[src/rtl/alu_resp_framer_if.sv]
// alu_resp_framer_if
//   Bundles the result-input handshake, the byte-stream output toward uart_tx
//   and the busy flag of alu_resp_framer.
//   master : the framer side (accepts results, drives the byte stream)
//   slave  : the environment side (offers results, consumes the byte stream)
//
//   res_valid_i / res_ready_o   result handshake
//   res_opcode_i [7:0]          opcode that produced the result
//   res_data_i   [DATA_WIDTH]   ALU result word
//   m_axis_tdata_o [7:0]        byte toward uart_tx
//   m_axis_tvalid_o             byte valid
//   m_axis_tready_i             uart_tx accepts byte
//   busy_o                      packet in flight
interface alu_resp_framer_if #(
  parameter int DATA_BYTES = 4,
  parameter int DATA_WIDTH = 8 * DATA_BYTES
) ();
  logic                  res_valid_i;
  logic                  res_ready_o;
  logic [7:0]            res_opcode_i;
  logic [DATA_WIDTH-1:0] res_data_i;
  logic [7:0]            m_axis_tdata_o;
  logic                  m_axis_tvalid_o;
  logic                  m_axis_tready_i;
  logic                  busy_o;

  modport master (
    input  res_valid_i, res_opcode_i, res_data_i, m_axis_tready_i,
    output res_ready_o, m_axis_tdata_o, m_axis_tvalid_o, busy_o
  );

  modport slave (
    output res_valid_i, res_opcode_i, res_data_i, m_axis_tready_i,
    input  res_ready_o, m_axis_tdata_o, m_axis_tvalid_o, busy_o
  );
endinterface

[src/rtl/alu_resp_framer.sv]
// alu_resp_framer
//   Transmit-side packet framer for the UART ALU path. Latches one result word
//   and its opcode, then emits a response packet one byte per stream beat:
//     opcode, 8'h00, N[7:0], N[15:8], data bytes LSB first  (N = 4 + DATA_BYTES)
//   Ports:
//     clk_i  system clock
//     rst_i  synchronous active-high reset
//     bus    alu_resp_framer_if.master (result handshake, byte stream, busy)
//
//   state | meaning
//   IDLE  | ready for a result, no stream activity
//   SEND  | packet in flight, bytes presented from the latched copy
module alu_resp_framer #(
  parameter int DATA_BYTES = 4,
  parameter int DATA_WIDTH = 8 * DATA_BYTES
) (
  input logic               clk_i,
  input logic               rst_i,
  alu_resp_framer_if.master bus
);

  localparam int          N     = 4 + DATA_BYTES;
  localparam int          IDX_W = $clog2(N);
  localparam logic [15:0] LEN   = 16'(N);
  localparam logic [IDX_W-1:0] LAST = IDX_W'(N - 1);

  typedef enum logic {IDLE, SEND} state_t;

  state_t                state_q;
  logic [IDX_W-1:0]      idx_q;
  logic [7:0]            opcode_q;
  logic [DATA_WIDTH-1:0] data_q;
  logic [7:0]            tdata_q;
  logic                  tvalid_q;
  logic                  ready_q;
  logic                  busy_q;

  // Byte k of the packet built from the latched copy.
  function automatic logic [7:0] byte_at(input logic [IDX_W-1:0] k);
    logic [7:0] r;
    r = 8'h00;
    if (k == IDX_W'(0))      r = opcode_q;
    else if (k == IDX_W'(2)) r = LEN[7:0];
    else if (k == IDX_W'(3)) r = LEN[15:8];
    for (int b = 0; b < DATA_BYTES; b++) begin
      if (k == IDX_W'(b + 4)) r = data_q[b*8 +: 8];
    end
    return r;
  endfunction

  always_ff @(posedge clk_i) begin
    if (rst_i) begin
      state_q  <= IDLE;
      idx_q    <= '0;
      opcode_q <= '0;
      data_q   <= '0;
      tdata_q  <= 8'h00;
      tvalid_q <= 1'b0;
      ready_q  <= 1'b1;
      busy_q   <= 1'b0;
    end else begin
      case (state_q)
        IDLE: begin
          if (bus.res_valid_i && ready_q) begin
            opcode_q <= bus.res_opcode_i;
            data_q   <= bus.res_data_i;
            idx_q    <= '0;
            // byte0 is the opcode, so it can be loaded straight from the input
            tdata_q  <= bus.res_opcode_i;
            tvalid_q <= 1'b1;
            ready_q  <= 1'b0;
            busy_q   <= 1'b1;
            state_q  <= SEND;
          end
        end
        SEND: begin
          if (tvalid_q && bus.m_axis_tready_i) begin
            if (idx_q == LAST) begin
              tvalid_q <= 1'b0;
              ready_q  <= 1'b1;
              busy_q   <= 1'b0;
              state_q  <= IDLE;
            end else begin
              idx_q   <= idx_q + 1'b1;
              tdata_q <= byte_at(idx_q + 1'b1);
            end
          end
        end
        default: state_q <= IDLE;
      endcase
    end
  end

  assign bus.res_ready_o     = ready_q;
  assign bus.m_axis_tdata_o  = tdata_q;
  assign bus.m_axis_tvalid_o = tvalid_q;
  assign bus.busy_o          = busy_q;

endmodule

[src/flat_wrapper.sv]
// flat-port wrapper written by rule: the top's interface ports become plain ports
module alu_resp_framer_flat 
#(
  parameter int DATA_BYTES = 4,
  parameter int DATA_WIDTH = 8 * DATA_BYTES
)
  (clk_i, rst_i, bus_res_valid_i, bus_res_opcode_i, bus_res_data_i, bus_m_axis_tready_i, bus_res_ready_o, bus_m_axis_tdata_o, bus_m_axis_tvalid_o, bus_busy_o);
  alu_resp_framer_if #(.DATA_BYTES(DATA_BYTES), .DATA_WIDTH(DATA_WIDTH)) bus_i ();
  input logic clk_i;
  input logic rst_i;
  input wire logic [$bits(bus_i.res_valid_i)-1:0] bus_res_valid_i;
  input wire logic [$bits(bus_i.res_opcode_i)-1:0] bus_res_opcode_i;
  input wire logic [$bits(bus_i.res_data_i)-1:0] bus_res_data_i;
  input wire logic [$bits(bus_i.m_axis_tready_i)-1:0] bus_m_axis_tready_i;
  output wire logic [$bits(bus_i.res_ready_o)-1:0] bus_res_ready_o;
  output wire logic [$bits(bus_i.m_axis_tdata_o)-1:0] bus_m_axis_tdata_o;
  output wire logic [$bits(bus_i.m_axis_tvalid_o)-1:0] bus_m_axis_tvalid_o;
  output wire logic [$bits(bus_i.busy_o)-1:0] bus_busy_o;
  assign bus_i.res_valid_i = bus_res_valid_i;
  assign bus_i.res_opcode_i = bus_res_opcode_i;
  assign bus_i.res_data_i = bus_res_data_i;
  assign bus_i.m_axis_tready_i = bus_m_axis_tready_i;
  assign bus_res_ready_o = bus_i.res_ready_o;
  assign bus_m_axis_tdata_o = bus_i.m_axis_tdata_o;
  assign bus_m_axis_tvalid_o = bus_i.m_axis_tvalid_o;
  assign bus_busy_o = bus_i.busy_o;
  alu_resp_framer #(.DATA_BYTES(DATA_BYTES), .DATA_WIDTH(DATA_WIDTH)) u_core (.clk_i(clk_i), .rst_i(rst_i), .bus(bus_i));
endmodule
[config.mk]
export PLATFORM = sky130hd
export DESIGN_NAME = alu_resp_framer_flat
export DESIGN_NICKNAME = d
export VERILOG_FILES = /design/src/rtl/alu_resp_framer_if.sv /design/src/rtl/alu_resp_framer.sv /design/src/flat_wrapper.sv
export SDC_FILE = /design/constraint.sdc
export NUM_CORES = 1
export LEC_CHECK = 0
export BUFFER_PORTS_ARGS = -buffer_cell sky130_fd_sc_hd__buf_2
export CAP_MARGIN = 30
export CORE_ASPECT_RATIO = 1.75
export CORE_UTILIZATION = 45
export DETAILED_ROUTE_END_ITERATION = 8
export PLACE_DENSITY = 0.69
export REMOVE_ABC_BUFFERS = 1
export SYNTH_ARGS = -nofsm -noshare
export SYNTH_HDL_FRONTEND = slang
export SYNTH_SLANG_ARGS = --single-unit
[constraint.sdc]
create_clock -name clk_i -period 2 [get_ports clk_i]
set_clock_uncertainty 0.05 [all_clocks]
set_input_delay 0.3 -clock clk_i [delete_from_list [all_inputs] [get_ports clk_i]]
set_output_delay 0.3 -clock clk_i [all_outputs]
set_load 0.005 [all_outputs]
==> out/summary.txt <==
Status: finished, violations left
Violated checks: DRC
Fmax: 0.531 GHz
Count of boundary I/O pins: 55
Vias in the first global route: 2219
Pwr dens: 767 mW/mm^2
Worst endpoint data arrival time: 2.05 ns
Register area: 0.00108 sq mm
Post-synthesis cell count: 307
Via Count: 2332
Antenna-violating nets left: 0
R2R cell count: 6
Nets@finish: 411
Crit path launch type: register
Fin area: 0.00296 sq mm
Switching share of power: 0.264
CTS tree: built
Post-CTS Setup Repair Bufs: 0
DRC: 3
Synth Flop Type: dfxtp_1
Yosys top cell area share: 0.441
Drt via density: 5.59
Die height: 99.7 um
Hold crit path type: in -> reg
Async set-or-reset flop fraction in the synthesized netlist: 0
Routed len/inst: 14.6 um
Total track usage: 0.221
Flop pwr share: 0.528
Clk_lat worst skew: 0.31 ns
CTS root buffer: clkbuf_8
Area delta synth->final: 20.6%
Hold path depth: 3
Worst-path clk slew: 0.10 ns
Setup violations, final: 0
GRT overflow: 0
Synth area leader: dfxtp_1
RSZ-0062 raised after global routing: no
WS Path Type: reg -> reg
Post-Syn Area per Cell: 7.99 sq um
Rows: 35
First-pass GRT wire length: 10.1 mm
Initial Util: 0.467
Buf/Inv on CP: 0
CTS buffer count: 5
CTS Hold Bufs: 0
Cell family with most CP delay: adder cells
Fillers: 531
Count leader, synth: nand2_1
Max-slew headroom: 0.579
Post-DP HPWL: 4.18 mm
Post-synth cell types: 28
Flops & latches, synth: 54
Slew @ Worst Pin: 0.632 ns
Initial antenna violation count: 0
Post-synth EDFFs: 0
TritonRoute pass-1 iters: 6
Worst vdd ir: 0.561 mV
CP Depth: 6
Final hold viol count: 0
# diodes: 0
Yosys warns: 0
Dpl cell area: 0.00281 sq mm
Commonest cells in the netlist: nand2_1 (94), dfxtp_1 (54), a21oi_1 (45)
Core Box Area: 0.00526 sq mm
Max incr delay on CP: 0.33 ns
Initial drt markers: 96
Post-Route WL: 6.07 mm
Seq/Total Area, Yosys: 0.441
Max cap viols: 0
Htree depth: 2
Cell internal pwr: 1.67 mW
CP max-delay cell: dfxtp_1
Leak Pwr: 1.18 nW
Max clock buf depth: 2
Clock power share: 0.327
Footprint of the multi-input gates: 0.00127 sq mm
PortBufs: 54
Worst Path Max Fanout: 8
Largest net degree at the start of global routing: 42
Max Slew Vio Count: 0
Share of cells above drive strength 1: 0.260
Die Wd: 57.8 um
CTS sink count: 54
Setup crit end kind: register
Ranking of synthesized cells by area: dfxtp_1 (44%), nand2_1 (14%), a21oi_1 (9.2%), a221o_1 (3.3%), a311o_1 (3.3%)
Core Util, Final: 0.563
Final min period: 1.88 ns
Critical Path RT: 2.17 ns
Die area: 0.00576 sq mm
Ratio of final minimum period to clock period: 0.941
Gate power share: 0.145
P_sw: 0.599 mW
GPL Wtd Cong: 0.778
Synth Cell Area: 0.00245 sq mm
Cell breakdown of the critical path: ha_1, ha_4, and4bb_4, a221o_1, o211ai_1, a311oi_1
-- per-stage QoR --
stage          cells  worst slack [ns]  total power [mW]  setup TNS, ns  hold WS [ns]
3_3_place_gp     409           -0.0442              1.55         -0.258         0.395
4_1_cts          417            0.0128              2.29              0         0.158
6_report         417             0.117              2.27              0         0.165
3_5_place_dp     409            -0.124              1.56         -0.616         0.397
5_1_grt          417           0.00627              2.38              0         0.163
2_1_floorplan    282            -0.472              1.38          -4.54         0.319
-- state kept, by name (all words and copies together), names as in the netlist --
name and cells:
u_core.data_q 32, u_core.bus.m_axis_tdata_o 8, u_core.opcode_q 8, u_core.idx_q 3, u_core.bus.m_axis_tvalid_o 1, u_core.bus.res_ready_o 1, u_core.state_q 1
-- final cells by class --
type	count	area share
clock inverter	3	0.0148
tap	55	0.0233
multi-input combinational	224	0.430
sequential	54	0.365
inverter	4	0.00508
timing repair buffer	72	0.138
clock buffer	5	0.0233
-- logic make-up (layout without fill, tap and decap cells) --
| kind of cell | after synthesis | in the layout | synth area share |
|---|---|---|---|
| AO/OA/AOI/OAI | 78 | 78 | 0.213 |
| buffers and inverters | 29 | 84 | 0.0541 |
| adder cells (fa/ha/maj) | 6 | 6 | 0.0306 |
| flip-flops | 54 | 54 | 0.441 |
| AND/OR/NAND/NOR | 140 | 140 | 0.262 |
-- power groups by stage --
| stage | clock network (mW) | logic, mW | registers [mW] |
|---|---|---|---|
| after floorplan | 0 | 0.165 | 1.22 |
| after global placement | 0 | 0.325 | 1.22 |
| after detailed placement | 0 | 0.332 | 1.22 |
| after CTS | 0.760 | 0.333 | 1.20 |
| after global routing | 0.797 | 0.374 | 1.21 |
| final | 0.742 | 0.329 | 1.20 |
-- placed cells by master (no fill, tap or decap), types with 2 or more instances in the layout --
cell | Yosys | layout
ha_1 | 6 | 2
inv_1 | 4 | 4
a311oi_1 | 7 | 7
buf_2 | 10 | 54
and4b_2 | 7 | 7
dfxtp_1 | 54 | 54
a21oi_1 | 45 | 45
nor2_1 | 19 | 19
a311o_1 | 8 | 8
nand2_1 | 94 | 94
a221o_1 | 8 | 8
clkbuf_8 | 0 | 5
o211ai_1 | 7 | 7
nand3b_1 | 9 | 9
ha_2 | 0 | 3
nand3_1 | 3 | 3
buf_4 | 1 | 17
-- repair_timing --
| action | 4_1_cts | 5_1_grt |
|---|---|---|
| setup endpoints to repair | 7 | 7 |
| pin swaps | 0 | 2 |
| resized for setup | 3 | 6 |
-- worst paths after layout --
path,from,end,slack [ns]
setup / recovery,u_core.idx_q[0]$_SDFFE_PP0P_,u_core.bus.m_axis_tdata_o[1]$_SDFFE_PP0P_,0.12
hold / removal,bus_res_data_i[6],u_core.data_q[6]$_SDFFE_PP0P_,0.17
setup reg to reg,u_core.idx_q[0]$_SDFFE_PP0P_,u_core.bus.m_axis_tdata_o[1]$_SDFFE_PP0P_,0.12
hold reg to reg,u_core.data_q[14]$_SDFFE_PP0P_,u_core.data_q[14]$_SDFFE_PP0P_,0.41
-- routing by layer --
| layer | GRT usage | up-vias | wire length, um |
|---|---|---|---|
| li1 | - | 1175 | - |
| met1 | 0.257 | 1095 | 2570 |
| met2 | 0.407 | 51 | 3220 |
| met3 | 0.0286 | 11 | 203 |
| met4 | 0.0714 | 0 | 80 |
| met5 | 0 | - | 0 |
-- tightest hold or removal path, cell delays in order --
cell and delay (ns):
buf_2 0.09, nand2_1 0.04, a21oi_1 0.05
Power figures use the tool's default switching activity.
